[config.mk]
export PLATFORM = sky130hd
export DESIGN_NAME = fetch_pc_unit
export DESIGN_NICKNAME = d
export VERILOG_FILES = /design/src/rtl/rat_pipe_pkg.sv /design/src/rtl/fetch_perf_cnt.sv /design/src/rtl/fetch_pc_unit.sv
export SDC_FILE = /design/constraint.sdc
export NUM_CORES = 1
export LEC_CHECK = 0
export ABC_AREA = 0
export CORE_MARGIN = 1.5
export CORE_UTILIZATION = 42
export DETAILED_ROUTE_END_ITERATION = 8
export GPL_TIMING_DRIVEN = 0
export PLACE_DENSITY = 0.76
export SKIP_CTS_REPAIR_TIMING = 1
export SYNTH_ARGS = -nofsm -noshare
export SYNTH_HDL_FRONTEND = slang
export SYNTH_SLANG_ARGS = --single-unit
[constraint.sdc]
create_clock -name clk -period 2.4 [get_ports clk]
set_clock_uncertainty 0.1 [all_clocks]
set_input_delay 0.48 -clock clk [delete_from_list [all_inputs] [get_ports clk]]
set_output_delay 0.48 -clock clk [all_outputs]
set_load 0.05 [all_outputs]
[src/rtl/rat_pipe_pkg.sv]
// rat_pipe_pkg
// Shared types for the fetch front end.
//   PC_W          : default program-counter width
//   pc_t          : program counter at the default width
//   fetch_state_t : fetch controller states (IDLE, RUN, FLUSH)
//   sat_inc16     : saturating 16-bit increment used by the perf counters
package rat_pipe_pkg;

  localparam int PC_W = 10;

  typedef logic [PC_W-1:0] pc_t;

  typedef enum logic [1:0] {
    IDLE  = 2'd0,
    RUN   = 2'd1,
    FLUSH = 2'd2
  } fetch_state_t;

  // Stops at all-ones instead of wrapping back to zero.
  function automatic logic [15:0] sat_inc16(input logic [15:0] value);
    return (value == 16'hFFFF) ? value : value + 16'd1;
  endfunction

endpackage

[src/rtl/fetch_perf_cnt.sv]
// fetch_perf_cnt
// Saturating event counters for the fetch unit.
// Only instantiated when FETCH_PERF_CNT_EN is defined.
// Ports:
//   clk            : system clock, rising edge
//   rst            : asynchronous active-low reset, clears both counters
//   issue          : one fetch entry issued this cycle
//   redir          : one redirect accepted this cycle
//   fetch_count    : issued entries, saturates at 16'hFFFF
//   redirect_count : accepted redirects, saturates at 16'hFFFF
module fetch_perf_cnt
  import rat_pipe_pkg::*;
(
  input  logic        clk,
  input  logic        rst,
  input  logic        issue,
  input  logic        redir,
  output logic [15:0] fetch_count,
  output logic [15:0] redirect_count
);

  // Each counter advances by at most one per cycle and sticks at full scale.
  always_ff @(posedge clk or negedge rst) begin
    if (!rst) begin
      fetch_count    <= 16'd0;
      redirect_count <= 16'd0;
    end else begin
      if (issue) fetch_count    <= sat_inc16(fetch_count);
      if (redir) redirect_count <= sat_inc16(redirect_count);
    end
  end

endmodule

[src/rtl/fetch_pc_unit.sv]
// fetch_pc_unit
// Program-counter generator feeding a single-entry fetch slot.
// Each RUN cycle the PC on current_pc is captured into the slot together
// with its branch-cache prediction, and the predicted next PC becomes the
// new current_pc. A redirect from execute overrides everything and forces
// one FLUSH bubble before fetching resumes at redirect_pc.
// Optional feature: define FETCH_PERF_CNT_EN to add the fetch_count and
// redirect_count outputs (saturating 16-bit counters).
// Ports:
//   clk, rst       : clock (rising edge) and asynchronous active-low reset
//   current_pc     : PC presented to the branch cache this cycle
//   jump_pc        : predicted target from the branch cache
//   read_hit       : branch cache hit for current_pc
//   redirect       : mispredict restart request from execute
//   redirect_pc    : restart PC, valid with redirect
//   if_ready       : decode accepts the fetch slot this cycle
//   if_valid       : fetch slot holds a valid entry
//   if_pc          : PC of the slot entry
//   if_pred_taken  : slot entry was predicted taken
//   if_pred_pc     : predicted next PC of the slot entry
module fetch_pc_unit #(
  parameter int              PC_W     = rat_pipe_pkg::PC_W,
  parameter logic [PC_W-1:0] RESET_PC = {PC_W{1'b0}}
) (
  input  logic            clk,
  input  logic            rst,
  output logic [PC_W-1:0] current_pc,
  input  logic [PC_W-1:0] jump_pc,
  input  logic            read_hit,
  input  logic            redirect,
  input  logic [PC_W-1:0] redirect_pc,
  input  logic            if_ready,
  output logic            if_valid,
  output logic [PC_W-1:0] if_pc,
  output logic            if_pred_taken,
  output logic [PC_W-1:0] if_pred_pc
`ifdef FETCH_PERF_CNT_EN
  ,
  output logic [15:0]     fetch_count,
  output logic [15:0]     redirect_count
`endif
);

  import rat_pipe_pkg::*;

  fetch_state_t    state;
  logic            slot_free;
  logic            issue;
  logic [PC_W-1:0] next_pc;

  // A new entry is taken only in RUN, when the slot is empty or being
  // drained this cycle, and nothing from execute is overriding us.
  // Sequential fall-through wraps modulo 2^PC_W.
  always_comb begin
    slot_free = !if_valid || if_ready;
    issue     = (state == RUN) && slot_free && !redirect;
    next_pc   = read_hit ? jump_pc : current_pc + {{(PC_W-1){1'b0}}, 1'b1};
  end

  // Controller and fetch slot. Redirect wins in every state; IDLE and
  // FLUSH only drain the slot and never advance current_pc. The slot
  // payload is written only on an issue so it holds while if_valid is low.
  always_ff @(posedge clk or negedge rst) begin
    if (!rst) begin
      state         <= IDLE;
      current_pc    <= RESET_PC;
      if_valid      <= 1'b0;
      if_pc         <= {PC_W{1'b0}};
      if_pred_taken <= 1'b0;
      if_pred_pc    <= {PC_W{1'b0}};
    end else if (redirect) begin
      state      <= FLUSH;
      current_pc <= redirect_pc;
      if_valid   <= 1'b0;
    end else begin
      case (state)
        RUN: begin
          if (issue) begin
            if_valid      <= 1'b1;
            if_pc         <= current_pc;
            if_pred_taken <= read_hit;
            if_pred_pc    <= next_pc;
            current_pc    <= next_pc;
          end
        end
        default: begin
          state <= RUN;
          if (if_valid && if_ready) if_valid <= 1'b0;
        end
      endcase
    end
  end

`ifdef FETCH_PERF_CNT_EN
  fetch_perf_cnt u_perf_cnt (
    .clk            (clk),
    .rst            (rst),
    .issue          (issue),
    .redir          (redirect),
    .fetch_count    (fetch_count),
    .redirect_count (redirect_count)
  );
`endif

endmodule

==> impl_metrics.ini, run 1 <==
[sta]
max_freq_mhz = 445
min_period_ps = 2250
post-route-period-util_pct = 93.6
setup_viol = 0
hold_viol = 0
rsz0062_at_grt = no
fin_setup_tns_ps = 0
timing.hold.ws_ps = 153
slew_violations = 0
tightest_slew_ps = 997
relSlewSlack_pct = 33.5

[setup_path]
crit_type = reg2out
cp_cell_sequence = clkdlybuf4s50_1
r2r_cells = 5
r2r-start = current_pc[0]
path_buf_inv = 1
slowest_delay_ps = 860
worstPathMaxFanout = 8
startpoint_type = flop
critical_path_required_ps = 1820
cpLargestDelayFamily = buffers and inverters
path_depth = 1
worst_path_max_delay_cell = clkdlybuf4s50_1
worstSetupStartpoint = current_pc[2]
cp-end-kind = primary output
worstPathArrival_ps = 1670

[synth]
synthCells = 153
synth_top_flop_cell = dfrtp_1
syn_nets = 179
ys_top_cells_by_area = dfrtp_1, nand2_1, a221o_1, a21o_1, nand2b_1
synth-edff-count = 0
synth_top_area_share_pct = 55.0
seq_area_frac_synth_pct = 55.0
netlist-cell-type-count = 35
synthArstFlopShare_pct = 100
yosys.area.top_type = dfrtp_1
synthTopCellsByCount = nand2_1, dfrtp_1, clkbuf_1, nand2b_1
synth.most_common_cell = nand2_1
synth_warnings = 0
syn_area_per_cell_sq_um = 10.1
netlist_area_sq_um = 1550
ys_seq_elements = 34

[outcome]
outcome = finished, final reports clean

[drt]
drtIter0Drc = 83
via_per_inst = 5.37
ant_nets = 0
dr.pass1.iters = 4
routedWlPerCell_microns = 15.3
vias = 1412
drt-total-wl_microns = 4030
drcViolationCount = 0

[final_layout]
seqCellArea_sq_um = 851
multi_input_area_sq_um = 654
n_antenna_cell = 0
fin_area_sq_um = 2250
fin_nets = 242
fill_cells = 281
area_growth_pct = 45.5
drive_above_1_share_pct = 6.91

[floorplanning]
ios = 57
fp.dieW_microns = 63.7
coreArea_sq_um = 3440
start_util_pct = 45.0
die_h_microns = 63.7
die-area_sq_um = 4060
rows = 21

[grt]
grt_max_degree = 35
grt_pass1_wl_microns = 6770
grt_overflow = 0
grt.total_usage_pct = 22.3
antenna_found_initial = 0
grt_pass1_vias = 1432

[clocking]
numClockSinks = 34
tritoncts = built
ctsLongestPathBuffers = 2
clk_latency_ps = 290
cts_max_level = 2
clk_pin_slew_worst_paths_ps = 70
numCtsBuffers = 5
root_buffer = clkbuf_8

[pwr]
peakVddDrop_mv = 0.391
power.static_leakage_uw = 0.00104
power_uw = 1910
power_density_nw_per_um2 = 847

[placement]
dp_hpwl_microns = 2910
placed_area_sq_um = 2160
port_buffers = 56
gp_congestion = 0.805

[min_path]
hp-class = in2async

[job]
cap_viol_max_count = 0
## power by group
group          internal, uW  switching [uW]  total [uW]  leakage [uW]
logic                   259             468         728      0.000569
clock network           231             206         438     0.0000482
registers               666            76.5         742      0.000422
total                  1160             751        1910       0.00104
## worst register-to-register path: stages (launching register included)
cell	delay [ps]
dfrtp_1	450
ha_1	280
and4_2	260
and4b_1	210
nor4_1	340
a221o_1	160
## sequential cells by signal, indices dropped and copies added, names as in the netlist
register,count
if_valid,1
if_pred_taken,1
if_pred_pc,10
if_pc,10
current_pc,10
state,2
## layout by cell type, fill, tap and decap left out, drive strengths merged, types with 4 or more instances in the layout
cell type,count
clkbuf,14
a21o,7
nand2,42
a221o,7
clkdlybuf4s50,55
dfrtp,34
nand3,4
nand2b,7
nor2,4
nor4,4
## path summary, 6_finish.rpt
kind                                 end  slack, ps
setup / recovery           current_pc[2]        150
max in group asynchronous  current_pc[1]       1570
hold / removal             if_pred_pc[6]        150
setup reg to reg           current_pc[6]        530
hold reg to reg                 if_pc[1]        380
min in group clk                if_pc[1]        380
## stage by stage
stage	worst slack, ps	utilization [%]	instances
after global routing	85.0	65.4	263
after detailed placement	-23.4	62.8	255
after floorplan	390	-	153
after CTS	143	65.4	263
final	154	65.4	263
after global placement	8.85	62.9	255
## cell type report
type,count,share of cell area (%)
plain buffers,9,1.72
clock buffers,7,3.83
clock inverters,1,0.222
inverters,1,0.167
multi-input cells,109,29.1
flip-flops and latches,34,37.8
well taps,46,2.56
repair buffers,56,24.7
## per-layer routing
metal | routed length (microns) | global-route usage [%]
met1 | 1840 | 27.6
met2 | 1940 | 36.6
met3 | 179 | 4.64
met4 | 67 | 11.4
met5 | 0 | 0
## kinds of logic (layout without fill, tap and decap cells)
| logic type | count (synthesis) | count (layout) | share of synthesized area (%) |
|---|---|---|---|
| multiplexers | 2 | 2 | 1.29 |
| buffers and inverters | 10 | 74 | 2.75 |
| adder cells (fa/ha/maj) | 1 | 1 | 0.808 |
| AO/OA/AOI/OAI | 32 | 32 | 16.6 |
| flip-flops | 34 | 34 | 55.0 |
| XOR/XNOR | 3 | 3 | 1.70 |
| AND/OR/NAND/NOR | 71 | 71 | 21.9 |
Note: power is estimated with default switching activity, not from simulation.
==> run 2: changes to the inputs <==
CORE_UTILIZATION = 40   (was 42)
DONT_BUFFER_PORTS = 1   (was not set)
PLACE_DENSITY = 0.54   (was 0.76)
==> run 2 against run 1 <==
  * Largest cell class unchanged
  * Fmax up 2.4%
  * Sequential power grew 46%
  * Count of clock-buffer cells in the layout unchanged
  * Hold slack better by 33 ps
  * Largest power group unchanged
  * Clock power shrank 11%
  * Register-to-register slack worse by 320 ps
  * Power shrank 14%
  * Utilization shrank 19 points
  * Die area grew 4.8%
  * Sequential cell count did not move
  * Design area down 24%
  * Combinational power decreased by 76%
==> impl_metrics.ini, run 2 (same netlist as run 1, synthesis figures left out) <==
[outcome]
outcome = finished, final reports clean

[final_layout]
seqCellArea_sq_um = 851
drive_above_1_share_pct = 8.02
fin_cells = 210
n_antenna_cell = 0
layout_common_cells = nand2_1, dfrtp_1, clkbuf_1, nand2b_1
fill_cells = 369
post-route-util_pct = 46.5
multi_input_area_sq_um = 654
largestRegisters = current_pc x10, if_pc x10, if_pred_pc x10
fin_nets = 188
area_growth_pct = 10.8
layout_commonest_cell = nand2_1

[sta]
setup_viol = 0
post-route-period-util_pct = 91.4
hold_viol = 0
timing.hold.ws_ps = 187
slew_violations = 0
relSlewSlack_pct = 32.4
max_freq_mhz = 456
tightest_slew_ps = 1010
fin_setup_tns_ps = 0
min_period_ps = 2190
rsz0062_at_grt = no

[setup_path]
r2r_cells = 5
cp-end-kind = flop
crit_type = reg2reg
path_depth = 5
critical_path_required_ps = 2520
startpoint_type = flop
path_buf_inv = 0
worst_path_max_delay_cell = dfrtp_1
worstPathMaxFanout = 6
worstPathArrival_ps = 2310
cpLargestDelayFamily = flip-flops
cp_cell_sequence = ha_1 > and4_2 > a211oi_1 > nor4_1 > a221o_1
slowest_delay_ps = 750

[drt]
vias = 1210
dr.pass1.iters = 4
ant_nets = 0
via_per_inst = 5.76
drt-total-wl_microns = 3870
drcViolationCount = 0
drtIter0Drc = 89
routedWlPerCell_microns = 18.4

[floorplanning]
start_util_pct = 42.0
coreArea_sq_um = 3690
die-area_sq_um = 4250
ios = 57
rows = 22
die_h_microns = 65.2
fp.dieW_microns = 65.2

[clocking]
numClockSinks = 34
clk_latency_ps = 280
tritoncts = built
root_buffer = clkbuf_8
clk_pin_slew_worst_paths_ps = 70
cts_max_level = 2
numCtsBuffers = 5
ctsLongestPathBuffers = 2

[job]
cap_viol_max_count = 0

[grt]
grt_pass1_vias = 1295
grt_max_degree = 35
grt_overflow = 0
grt.total_usage_pct = 20.3
antenna_found_initial = 0
grt_pass1_wl_microns = 6400

[placement]
gp_congestion = 0.781
place_inst = 201
port_buffers = 0
dp_hpwl_microns = 2680

[pwr]
swShare_pct = 42.9
power_density_nw_per_um2 = 961
pwr-share-clk_pct = 23.6
power.static_leakage_uw = 0.000830
internal_power_uw = 941
pwr-share-seq_pct = 65.6
p_comb_share_pct = 10.8
power.switching_uw = 706
power_uw = 1650
peakVddDrop_mv = 0.384

[min_path]
hp-class = in2reg
holdPathStages = 1
## run 2: cell count changes in the layout (fill, tap and decap cells not counted), sizes merged
cell           delta
dlygate4sd3       +1
clkinv            -1
clkdlybuf4s50    -55
## run 2: worst paths after layout
| kind | from | to | slack, ps |
|---|---|---|---|
| worst max-delay path | current_pc[1] | current_pc[6] | 210 |
| worst min-delay path | redirect | state[0] | 190 |
| worst max register to register | current_pc[1] | current_pc[6] | 210 |
| worst min register to register | state[1] | if_valid | 440 |
| max in group asynchronous | rst | if_pred_pc[7] | 1470 |
| min in group asynchronous | rst | current_pc[1] | 550 |
## run 2: worst register-to-register path, delay by kind of cell (launching register included)
family,cells,cell delay (ps)
simple gates,2,670
fa+ha+maj,1,350
compound gates,2,250
flops,1,750
## run 2: power groups by stage
stage          logic, uW  clock network, uW  registers, uW
6_report             178                389           1080
5_1_grt              208                436           1100
4_1_cts              164                406           1080
3_5_place_dp         163                  0           1090
3_3_place_gp         156                  0           1090
2_1_floorplan        134                  0           1060
## run 2: final cells by class
cell class	instances	share of cell area, %
plain buffers	9	2.26
flip-flops and latches	34	49.6
well taps	48	3.50
repair buffers	2	1.75
multi-input cells	109	38.2
inverters	1	0.219
clock buffers	7	4.45
## run 2: layer usage
metal / global-route usage (%) / wire [microns] / vias up
met3: 7.19 / 323 / 10
met1: 25.3 / 1630 / 583
met4: 9.11 / 81 / 0
met5: 0 / 0 / -
li1: - / - / 560
met2: 31.8 / 1830 / 57
## run 2: stage by stage
stage	area, sq um	worst slack [ps]
2_1_floorplan	1550	390
3_3_place_gp	1610	240
3_5_place_dp	1610	226
4_1_cts	1680	218
5_1_grt	1710	38.4
6_report	1710	207
==> run 3: changes to the inputs <==
CTS_CLUSTER_DIAMETER = 80   (was not set)
MAX_ROUTING_LAYER = met4   (was not set)
==> run 3 against run 2 <==
  * Count of clock-buffer cells in the layout unchanged
  * Sequential share of layout area unchanged
  * Sequential power barely moved
  * Critical path depth stayed put
  * Critical path type unchanged
==> impl_metrics.ini, run 3 (same netlist as run 1, synthesis figures left out) <==
[placement]
port_buffers = 0
dp_hpwl_microns = 2680
gp_congestion = 0.792

[sta]
rsz0062_at_grt = no
slew_violations = 0
max_freq_mhz = 456
post-route-period-util_pct = 91.3
fin_setup_tns_ps = 0
min_period_ps = 2190
tightest_slew_ps = 1020
relSlewSlack_pct = 31.8
timing.hold.ws_ps = 186
hold_viol = 0
setup_viol = 0

[grt]
antenna_found_initial = 0
grt_overflow = 0
grt_pass1_wl_microns = 6400
grt_max_degree = 35
grt_pass1_vias = 1298
grt.total_usage_pct = 20.9

[drt]
ant_nets = 0
dr.pass1.iters = 4
drt-total-wl_microns = 3870
via_per_inst = 5.73
routedWlPerCell_microns = 18.4
drtIter0Drc = 89
drcViolationCount = 0
vias = 1204

[outcome]
outcome = finished, final reports clean

[setup_path]
crit_type = reg2reg
worstPathArrival_ps = 2310
startpoint_type = flop
worstPathMaxFanout = 6
critical_path_required_ps = 2520
cp-end-kind = flop

[floorplanning]
coreArea_sq_um = 3690
rows = 22
die-area_sq_um = 4250
fp.dieW_microns = 65.2
die_h_microns = 65.2
ios = 57
start_util_pct = 42.0

[pwr]
peakVddDrop_mv = 0.385
power.static_leakage_uw = 0.000830
power_density_nw_per_um2 = 962

[job]
cap_viol_max_count = 0

[final_layout]
fill_cells = 369
layout_common_cells = nand2_1, dfrtp_1, clkbuf_1, nand2b_1
multi_input_area_sq_um = 654
n_antenna_cell = 0
seqCellArea_sq_um = 851
post-route-util_pct = 46.5
drive_above_1_share_pct = 8.02
area_growth_pct = 10.8
fin_nets = 188
largestRegisters = current_pc x10, if_pc x10, if_pred_pc x10
layout_commonest_cell = nand2_1

[clocking]
clk_latency_ps = 280
clk_pin_slew_worst_paths_ps = 70
ctsLongestPathBuffers = 2
cts_max_level = 2
root_buffer = clkbuf_8
tritoncts = built
numClockSinks = 34
numCtsBuffers = 5

[min_path]
hp-class = in2reg
-- run 3: cell counts in the layout (fill, tap and decap cells not counted) --
No cell type changed its count.
-- run 3: final timing paths --
| check | from | endpoint | slack [ps] | cells past startpoint |
|---|---|---|---|---|
| worst min-delay path | redirect | state[0] | 190 | 1 |
| worst max register to register | current_pc[1] | current_pc[6] | 210 | 5 |
| min in group asynchronous | rst | current_pc[1] | 550 | 2 |
| worst min register to register | state[1] | if_valid | 440 | 2 |
| max in group asynchronous | rst | if_pred_pc[7] | 1470 | 2 |
| worst max-delay path | current_pc[1] | current_pc[6] | 210 | 5 |
-- run 3: stage by stage --
step	instance area, sq um	total power, uW	setup slack [ps]	cells
after floorplan	1550	1200	390	153
after detailed placement	1610	1260	226	201
after global routing	1710	1740	38.4	210
after global placement	1610	1250	240	201
after CTS	1680	1650	218	208
final	1710	1650	208	210
-- run 3: power by group --
group | switching, uW | total (uW) | leakage (uW) | internal (uW)
registers | 422 | 1080 | 0.000422 | 659
clock network | 190 | 389 | 0.0000383 | 199
logic | 95.5 | 178 | 0.000369 | 82.5
total | 707 | 1650 | 0.000830 | 941
-- run 3: layout make-up --
type	instances	area share, %
Inverter	1	0.219
Buffer	9	2.26
Sequential cell	34	49.6
Multi-Input combinational cell	109	38.2
Clock buffer	7	4.45
Timing Repair Buffer	2	1.75
Tap cell	48	3.50
-- run 3: critical path, cell delays in order, from the launching register on --
cell      delay [ps]
dfrtp_1          750
ha_1             350
and4_2           290
a211oi_1          90
nor4_1           380
a221o_1          160
-- run 3: layer usage --
metal | part of all wire [%] | vias to the layer above | global-route usage, %
met5 | 0 | - | -
met4 | 2.1 | 0 | 9.11
met3 | 7.8 | 10 | 6.16
met2 | 47 | 53 | 31.9
met1 | 43 | 581 | 25.8
li1 | - | 560 | -
